===== src/rtl/pwm_ramp_sequencer_if.sv =====
// pwm_ramp_sequencer_if: speed command handshake into the ramp sequencer.
//   cmd_valid  master->slave  command present
//   cmd_ready  slave->master  sequencer can accept a command
//   cmd_speed  master->slave  target speed code
//   cmd_dwell  master->slave  clocks per step minus one
interface pwm_ramp_sequencer_if #(
    parameter int unsigned SPEED_W = 3,
    parameter int unsigned DWELL_W = 8
);
    logic               cmd_valid;
    logic               cmd_ready;
    logic [SPEED_W-1:0] cmd_speed;
    logic [DWELL_W-1:0] cmd_dwell;

    modport master (
        output cmd_valid,
        output cmd_speed,
        output cmd_dwell,
        input  cmd_ready
    );

    modport slave (
        input  cmd_valid,
        input  cmd_speed,
        input  cmd_dwell,
        output cmd_ready
    );
endinterface


===== src/rtl/pwm_ramp_sequencer.sv =====
// pwm_ramp_sequencer: soft-start/soft-stop controller for the ancho PWM core.
// Steps the speed code one unit at a time toward a commanded target, holding
// each level for dwell+1 clocks, so the PWM duty never jumps by more than one code.
//
// Ports:
//   clock       system clock, rising edge
//   reset       synchronous active-high reset
//   cmd         command handshake (slave modport): valid/ready/speed/dwell
//   stop_req    abort request, only present with PWM_RAMP_ABORT_EN defined
//   pwm_enable  to PWM core enable
//   pwm_speed   to PWM core speed
//   busy        ramp in progress
//   done        one-cycle pulse when the target is reached
//
// Build option: define PWM_RAMP_ABORT_EN to add stop_req, which forces a ramp
// down to zero from RAMP_UP, RAMP_DOWN or HOLD.
module pwm_ramp_sequencer #(
    parameter int unsigned SPEED_W = 3,
    parameter int unsigned DWELL_W = 8
) (
    input  logic               clock,
    input  logic               reset,
    pwm_ramp_sequencer_if.slave cmd,
`ifdef PWM_RAMP_ABORT_EN
    input  logic               stop_req,
`endif
    output logic               pwm_enable,
    output logic [SPEED_W-1:0] pwm_speed,
    output logic               busy,
    output logic               done
);

    typedef enum logic [1:0] {StIdle, StRampUp, StRampDown, StHold} state_e;

    state_e             state;
    logic [SPEED_W-1:0] target;
    logic [DWELL_W-1:0] dwell;
    logic [DWELL_W-1:0] cnt;
    logic [SPEED_W-1:0] speed_up;
    logic [SPEED_W-1:0] speed_dn;
    logic [SPEED_W-1:0] dn_target;
    logic               stop;
    logic               accept;

`ifdef PWM_RAMP_ABORT_EN
    assign stop = stop_req;
`else
    assign stop = 1'b0;
`endif

    assign speed_up = pwm_speed + 1'b1;
    assign speed_dn = pwm_speed - 1'b1;
    // A stop held during RAMP_DOWN retargets to zero on the same edge.
    assign dn_target = stop ? '0 : target;

    assign cmd.cmd_ready = ((state == StIdle) || (state == StHold)) && !stop;
    assign accept        = cmd.cmd_valid && cmd.cmd_ready;
    assign busy          = (state == StRampUp) || (state == StRampDown);
    assign pwm_enable    = (state != StIdle);

    always_ff @(posedge clock) begin
        if (reset) begin
            state     <= StIdle;
            pwm_speed <= '0;
            target    <= '0;
            dwell     <= '0;
            cnt       <= '0;
            done      <= 1'b0;
        end else begin
            done <= 1'b0;
            if (stop && (state == StRampUp || state == StHold)) begin
                // Reverse without touching the counter so the current step continues.
                target <= '0;
                if (pwm_speed == '0) begin
                    state <= StIdle;
                    cnt   <= '0;
                    done  <= 1'b1;
                end else begin
                    state <= StRampDown;
                end
            end else begin
                case (state)
                    StIdle, StHold: begin
                        if (accept) begin
                            target <= cmd.cmd_speed;
                            dwell  <= cmd.cmd_dwell;
                            cnt    <= '0;
                            if (cmd.cmd_speed > pwm_speed) begin
                                state <= StRampUp;
                            end else if (cmd.cmd_speed < pwm_speed) begin
                                state <= StRampDown;
                            end else begin
                                done <= 1'b1;
                            end
                        end
                    end
                    StRampUp: begin
                        if (cnt == dwell) begin
                            cnt       <= '0;
                            pwm_speed <= speed_up;
                            if (speed_up == target) begin
                                state <= StHold;
                                done  <= 1'b1;
                            end
                        end else begin
                            cnt <= cnt + 1'b1;
                        end
                    end
                    StRampDown: begin
                        if (stop) begin
                            target <= '0;
                        end
                        if (cnt == dwell) begin
                            cnt       <= '0;
                            pwm_speed <= speed_dn;
                            if (speed_dn == dn_target) begin
                                state <= (dn_target == '0) ? StIdle : StHold;
                                done  <= 1'b1;
                            end
                        end else begin
                            cnt <= cnt + 1'b1;
                        end
                    end
                    default: state <= StIdle;
                endcase
            end
        end
    end

endmodule


===== src/flat_wrapper.sv =====
// flat-port wrapper written by rule: the top's interface ports become plain ports
module pwm_ramp_sequencer_flat 
#(
    parameter int unsigned SPEED_W = 3,
    parameter int unsigned DWELL_W = 8
)
  (clock, reset, pwm_enable, pwm_speed, busy, done, cmd_cmd_valid, cmd_cmd_speed, cmd_cmd_dwell, cmd_cmd_ready);
  pwm_ramp_sequencer_if #(.SPEED_W(SPEED_W), .DWELL_W(DWELL_W)) cmd_i ();
  input  logic clock;
  input  logic reset;
  output logic pwm_enable;
  output logic [SPEED_W-1:0] pwm_speed;
  output logic busy;
  output logic done;
  input wire logic [$bits(cmd_i.cmd_valid)-1:0] cmd_cmd_valid;
  input wire logic [$bits(cmd_i.cmd_speed)-1:0] cmd_cmd_speed;
  input wire logic [$bits(cmd_i.cmd_dwell)-1:0] cmd_cmd_dwell;
  output wire logic [$bits(cmd_i.cmd_ready)-1:0] cmd_cmd_ready;
  assign cmd_i.cmd_valid = cmd_cmd_valid;
  assign cmd_i.cmd_speed = cmd_cmd_speed;
  assign cmd_i.cmd_dwell = cmd_cmd_dwell;
  assign cmd_cmd_ready = cmd_i.cmd_ready;
  pwm_ramp_sequencer #(.SPEED_W(SPEED_W), .DWELL_W(DWELL_W)) u_core (.clock(clock), .reset(reset), .cmd(cmd_i), .pwm_enable(pwm_enable), .pwm_speed(pwm_speed), .busy(busy), .done(done));
endmodule

===== config.mk =====
export PLATFORM = sky130hd
export DESIGN_NAME = pwm_ramp_sequencer_flat
export DESIGN_NICKNAME = d
export VERILOG_FILES = /design/src/rtl/pwm_ramp_sequencer_if.sv /design/src/rtl/pwm_ramp_sequencer.sv /design/src/flat_wrapper.sv
export SDC_FILE = /design/constraint.sdc
export NUM_CORES = 1
export LEC_CHECK = 0
export CAP_MARGIN = 40
export CORE_MARGIN = 1
export CORE_UTILIZATION = 50
export CTS_BUF_LIST = sky130_fd_sc_hd__clkbuf_8
export DETAILED_ROUTE_END_ITERATION = 10
export PLACE_DENSITY = 0.74
export REMOVE_ABC_BUFFERS = 1
export SLEW_MARGIN = 10
export SYNTH_ARGS = -nofsm -noshare
export SYNTH_HDL_FRONTEND = slang
export SYNTH_SLANG_ARGS = --single-unit

===== constraint.sdc =====
create_clock -name clock -period 2.25 [get_ports clock]
set_clock_uncertainty 0.2 [all_clocks]
set_input_delay 0.225 -clock clock [delete_from_list [all_inputs] [get_ports clock]]
set_output_delay 0.225 -clock clock [all_outputs]
set_load 0.01 [all_outputs]

Yosys cells after proc, flatten, opt, wreduce, memory -nomap -nowiden
Cells that the tools add are included.
{"block": "classes", "n_addsub": 3, "order_cmp": 2, "n_eq_ne": 12, "n_mux": 23, "reduce_logical": 12}
{"cell": "$mux 2", "n": 8}
{"cell": "$mux 8", "n": 2}
{"cell": "$pmux 8 s2", "n": 1}
{"cell": "$add 8x1->8 const B", "n": 1}
{"cell": "$eq 8x8->1", "n": 1}
{"cell": "$ne 2x2->1 const B", "n": 4}
{"cell": "$mux 1", "n": 7}
{"cell": "$eq 3x3->1", "n": 2}
{"cell": "$mux 3", "n": 2}
{"cell": "$pmux 2 s3", "n": 1}
{"cell": "$pmux 3 s2", "n": 1}
{"cell": "$reduce_and 6->1", "n": 1}
{"cell": "$eq 2x2->1 const B", "n": 2}
{"cell": "$reduce_bool 2->1", "n": 2}
{"cell": "$reduce_or 2->1", "n": 2}
{"cell": "$add 3x1->3 const B", "n": 1}
{"cell": "$gt 3x3->1", "n": 1}
{"cell": "$logic_not 3->1", "n": 1}
{"cell": "$lt 3x3->1", "n": 1}
{"cell": "$ne 3x1->1 const B", "n": 1}
{"cell": "$pmux 1 s3", "n": 1}
{"cell": "$reduce_and 3->1", "n": 1}
{"cell": "$sub 3x1->3 const B", "n": 1}
{"cell": "$eq 2x1->1 const B", "n": 1}
{"cell": "5 further kinds", "n": 6}
{"block": "word_totals", "ff_bits": 25, "output_inout_bits": 7}

Longest topological paths before layout
{"block": "depth", "ltp_word": 5, "depth_mapped": 8}

Worst setup path after synthesis
Ideal clock, no wire load.
{"block": "synth_path", "path_type": "register to register", "startpoint": "register u_core.pwm_speed[0]", "endpoint": "register u_core.state[0]", "setup_ps": 72, "arrival_time_ps": 1657, "required_ps": 1978, "setup_slack_ps": 322, "stages_incl_launch_ff": 8, "synth_period_minus_slack_ps": 1928, "path_cell_list": "dfxtp_1 inv_1 ha_1 xor2_1 a31oi_1 nor3_1 a22oi_2 mux2i_1"}
{"block": "synth_via", "elab_chain_cells": 4}
{"item": "start, declared", "line": "pwm_ramp_sequencer.sv:28", "text": "output logic [SPEED_W-1:0] pwm_speed,"}
{"item": "start signal, assigned", "line": "pwm_ramp_sequencer.sv:100", "text": "pwm_speed <= speed_up;"}
{"item": "start signal, assigned", "line": "pwm_ramp_sequencer.sv:115", "text": "pwm_speed <= speed_dn;"}
{"item": "$add 3x1->3, or another cell as far along", "line": "pwm_ramp_sequencer.sv:51", "text": "assign speed_up = pwm_speed + 1'b1;"}
{"item": "$eq 3x3->1, or another cell as far along", "line": "pwm_ramp_sequencer.sv:101", "text": "if (speed_up == target) begin"}
{"item": "$ne 2x2->1 (no source line) or $mux 2 (tied branches)"}
{"item": "$reduce_and 6->1 (no source line) or $pmux 2 s3 (tied branches)"}
{"item": "end signal, assigned", "line": "pwm_ramp_sequencer.sv:63", "text": "state <= StIdle;"}
{"item": "end signal, assigned", "line": "pwm_ramp_sequencer.sv:102", "text": "state <= StHold;"}
{"item": "end signal, assigned", "line": "pwm_ramp_sequencer.sv:117", "text": "state <= (dn_target == '0) ? StIdle : StHold;"}
{"item": "end, declared", "line": "pwm_ramp_sequencer.sv:35", "text": "state_e state;"}
Several ways; a longest one is shown, not always the timed one. The select of a mux whose other input is x is not followed.
A chain may end at the register's enable or synchronous reset.

Worst setup path after layout
{"block": "layout_path", "startpoint": "register u_core.state[0]", "endpoint": "output cmd_cmd_ready"}
{"block": "layout_via", "elab_chain_cells": 2}
{"item": "start signal, assigned", "line": "pwm_ramp_sequencer.sv:63"}
{"item": "start signal, assigned", "line": "pwm_ramp_sequencer.sv:75", "text": "state <= StIdle;"}
{"item": "start signal, assigned", "line": "pwm_ramp_sequencer.sv:79", "text": "state <= StRampDown;"}
{"item": "$eq 2x2->1 or $logic_not 2->1 (tied branches)", "line": "pwm_ramp_sequencer.sv:56", "text": "assign cmd.cmd_ready = ((state == StIdle) || (state == StHold)) && !stop;"}
{"item": "$logic_or 1x1->1 (*)", "line": "pwm_ramp_sequencer.sv:56"}
{"item": "end, declared", "line": "flat_wrapper.sv:18", "text": "output wire logic [$bits(cmd_i.cmd_ready)-1:0] cmd_cmd_ready;"}
Mark *: on every way between the ends. The rest lies on a longest branch, timed or not.

==> metrics.txt <==
Peak VDD IR=0.001114 V; outcome=finished clean; DRC Markers=0; Pre-antenna DRT Iters=4; row cnt=19; CTS root buffer=clkbuf_8; Max-Cap Viols=0; final std cells w/o fill=224; final wirelength=3.191 mm; Worst Tran Pin Value=~0.49 ns; initial drt markers=39; count of final setup violators=0; clk sink count=25; dpl cells=220; Post-synth top flop=dfxtp_1; most common cell in the netlist=nand2_1; PnR worst setup slack=0.08271 ns; Internal=1159 uW; Die Ht=56.20 um; Rel. slew slack=67.55%; pre-CTS WS=-0.04687 ns; Reg clk slew, reported paths=approximately 0.09 ns; post-synth top area share=34.07%; fill count=239; FFs w/ async S/R, synth=0%; power per cell area=1164 nW/um2; FF+latch area=roughly 500 um2; Post-CTS Setup Inserts=0; DR WL/cell=14.25 um; worst skew pair latency=0.26 ns; total power=2017 uW; share of cells above drive strength 1=7.772%; Final period util=96.32%; Setup TNS=0 ns; Gate power share=57.4%; Leak=~0.00066 uW; detailed placer's ending HPWL=about 2.5 mm; area leader, netlist=dfxtp_1; CP Capture Type=primary output; Required @ worst endpoint=1.82 ns; clk buf depth=2; Seq cells post-synth=25; CP arrival=approximately 1.7 ns; Tmin final=2.167 ns; Post-synth top cells=nand2_1 (28), dfxtp_1 (25), a21oi_1 (17), inv_1 (12), xnor2_1 (10); fin nets=217; Net Switching=roughly 860 uW; unique cell type count in the Yosys netlist=37; RSZ-0062 raised after global routing=true; largest net degree at the start of global routing=15; Yosys warning count=0; Seq/Total Area, Yosys=34.07%; Final Hold Vio Count=0; Post-synth EDFFs=0; Synth Cell Area=1469 um2; number of top-level pins=21; startpoint types=flip-flop; via count=1298; initial antenna violation count=0; core footprint=about 2800 um2; Placer Congestion=0.8783; Sw Share=42.55%; area of the multi-input gates=a little under 900 um2; worst hold-check path type=reg -> reg; max-slew violations=0; die area=3158 um2; TritonCTS clock tree=built; Die Span X=between 50 and 60 um; CTS Buf Count=3; Tot GR Track Use=a little over a fifth; syn avg cell area=8.394 um2; Post-CTS Hold Fix Bufs=0; H-tree levels=1; Flop pwr share=29.6%; Final ANT Viol Nets=0; top cells by area in the synthesized netlist=dfxtp_1 (34%), ha_1 (7.7%), nand2_1 (7.2%); synthesized instance count=175; initial core utilization=52.81%; Port Buffers=20; Crit Path Class=reg -> out; first-pass GRT wire length=5.533 mm; Antenna Cells=0; Max Freq=0.4614 GHz; vias in the first global route=1262; area added between synthesis and finish=17.97%; remaining global-route overflow=0; Clock power frac=13.0%; crit-path max FO=10; drt via density=5.795
final cells by class:
class | count | area share [%]
clock buffers | 3 | 2.383
clock inverters | 1 | 0.2888
inverters | 12 | 2.599
multi-input cells | 129 | 50.69
flip-flops and latches | 25 | 28.95
well taps | 31 | 2.238
repair buffers | 23 | 12.85
per-stage QoR:
step	hold slack [ns]	utilization (%)	area, um2
floorplan	0.09407	-	1421
detailed placement	0.2630	60.50	1683
global route	0.2989	62.30	1733
global placement	0.2565	60.50	1683
finish	0.2760	62.30	1733
CTS	0.2752	62.26	1732
cell families (layout without fill, tap and decap cells):
kind of cell,count (synthesis),count (layout),share of synthesized area [%]
AOI/OAI and AO/OA,40,40,18.48
xor gates and xnor gates,14,14,10.22
adders and majority gates,9,9,7.666
buffers and inverters,21,39,6.303
DFF,25,25,34.07
muxes,3,3,2.044
and+or+nand+nor,63,63,21.21
worst max-delay path, stage by stage (launching register included):
cell and delay, ns:
dfxtp_1 0.36, inv_1 0.07, ha_2 0.37, inv_1 0.13
clkdlybuf4s50_1 0.55
state kept, by name, summed over array words and instances, names as in the netlist:
register          cells
u_core.cnt            8
u_core.dn_target      3
u_core.done           1
u_core.dwell          8
u_core.pwm_speed      3
u_core.state          2
final timing paths:
| kind | cells after the start | startpoint | to | slack (ns) |
|---|---|---|---|---|
| max | 4 | u_core.state[0] | cmd_cmd_ready | 0.08 |
| min | 2 | u_core.dwell[5] | u_core.dwell[5] | 0.28 |
| max reg2reg | 7 | u_core.pwm_speed[1] | u_core.state[0] | 0.14 |
| min reg2reg | 2 | u_core.dwell[5] | u_core.dwell[5] | 0.28 |
placed cells by master, fill, tap and decap left out, types with 2 or more instances in the layout:
| cell | synthesis | routed |
|---|---|---|
| xnor3_1 | 2 | 2 |
| and3_1 | 3 | 3 |
| o21ai_0 | 4 | 4 |
| a211oi_1 | 2 | 2 |
| nand3_1 | 4 | 4 |
| nand2b_1 | 4 | 4 |
| clkbuf_8 | 0 | 3 |
| a31oi_1 | 2 | 2 |
| xor2_1 | 2 | 2 |
| nand2_1 | 28 | 28 |
| ha_1 | 9 | 8 |
| nor2_1 | 9 | 9 |
| a21oi_1 | 17 | 17 |
| buf_4 | 0 | 3 |
| a41oi_1 | 2 | 2 |
| nor2b_1 | 3 | 3 |
| nand4_2 | 2 | 2 |
| a22oi_1 | 2 | 2 |
| clkdlybuf4s50_1 | 0 | 20 |
| mux2i_1 | 3 | 3 |
| inv_1 | 12 | 12 |
| dfxtp_1 | 25 | 24 |
| xnor2_1 | 10 | 10 |
| a311oi_1 | 6 | 6 |
| nor3_1 | 4 | 4 |
power groups by stage:
stage	logic [uW]	registers (uW)	clock network, uW
final	1160	597	263
after global routing	1280	608	291
after CTS	1140	596	266
after detailed placement	1130	607	0
after global placement	1080	602	0
after floorplan	766	600	0
layer usage:
layer	global-route usage, %	vias up	routed length [um]
li1	-	645	-
met1	28.32	612	1457
met2	37.24	37	1533
met3	4.419	4	161
met4	5.923	0	38
met5	0	-	0
what timing repair did:
action | CTS | global route
setup endpoints to repair | 1 | 3
gates cloned | 0 | 0
resized for setup | 1 | 1
Power figures use the tool's default switching activity.
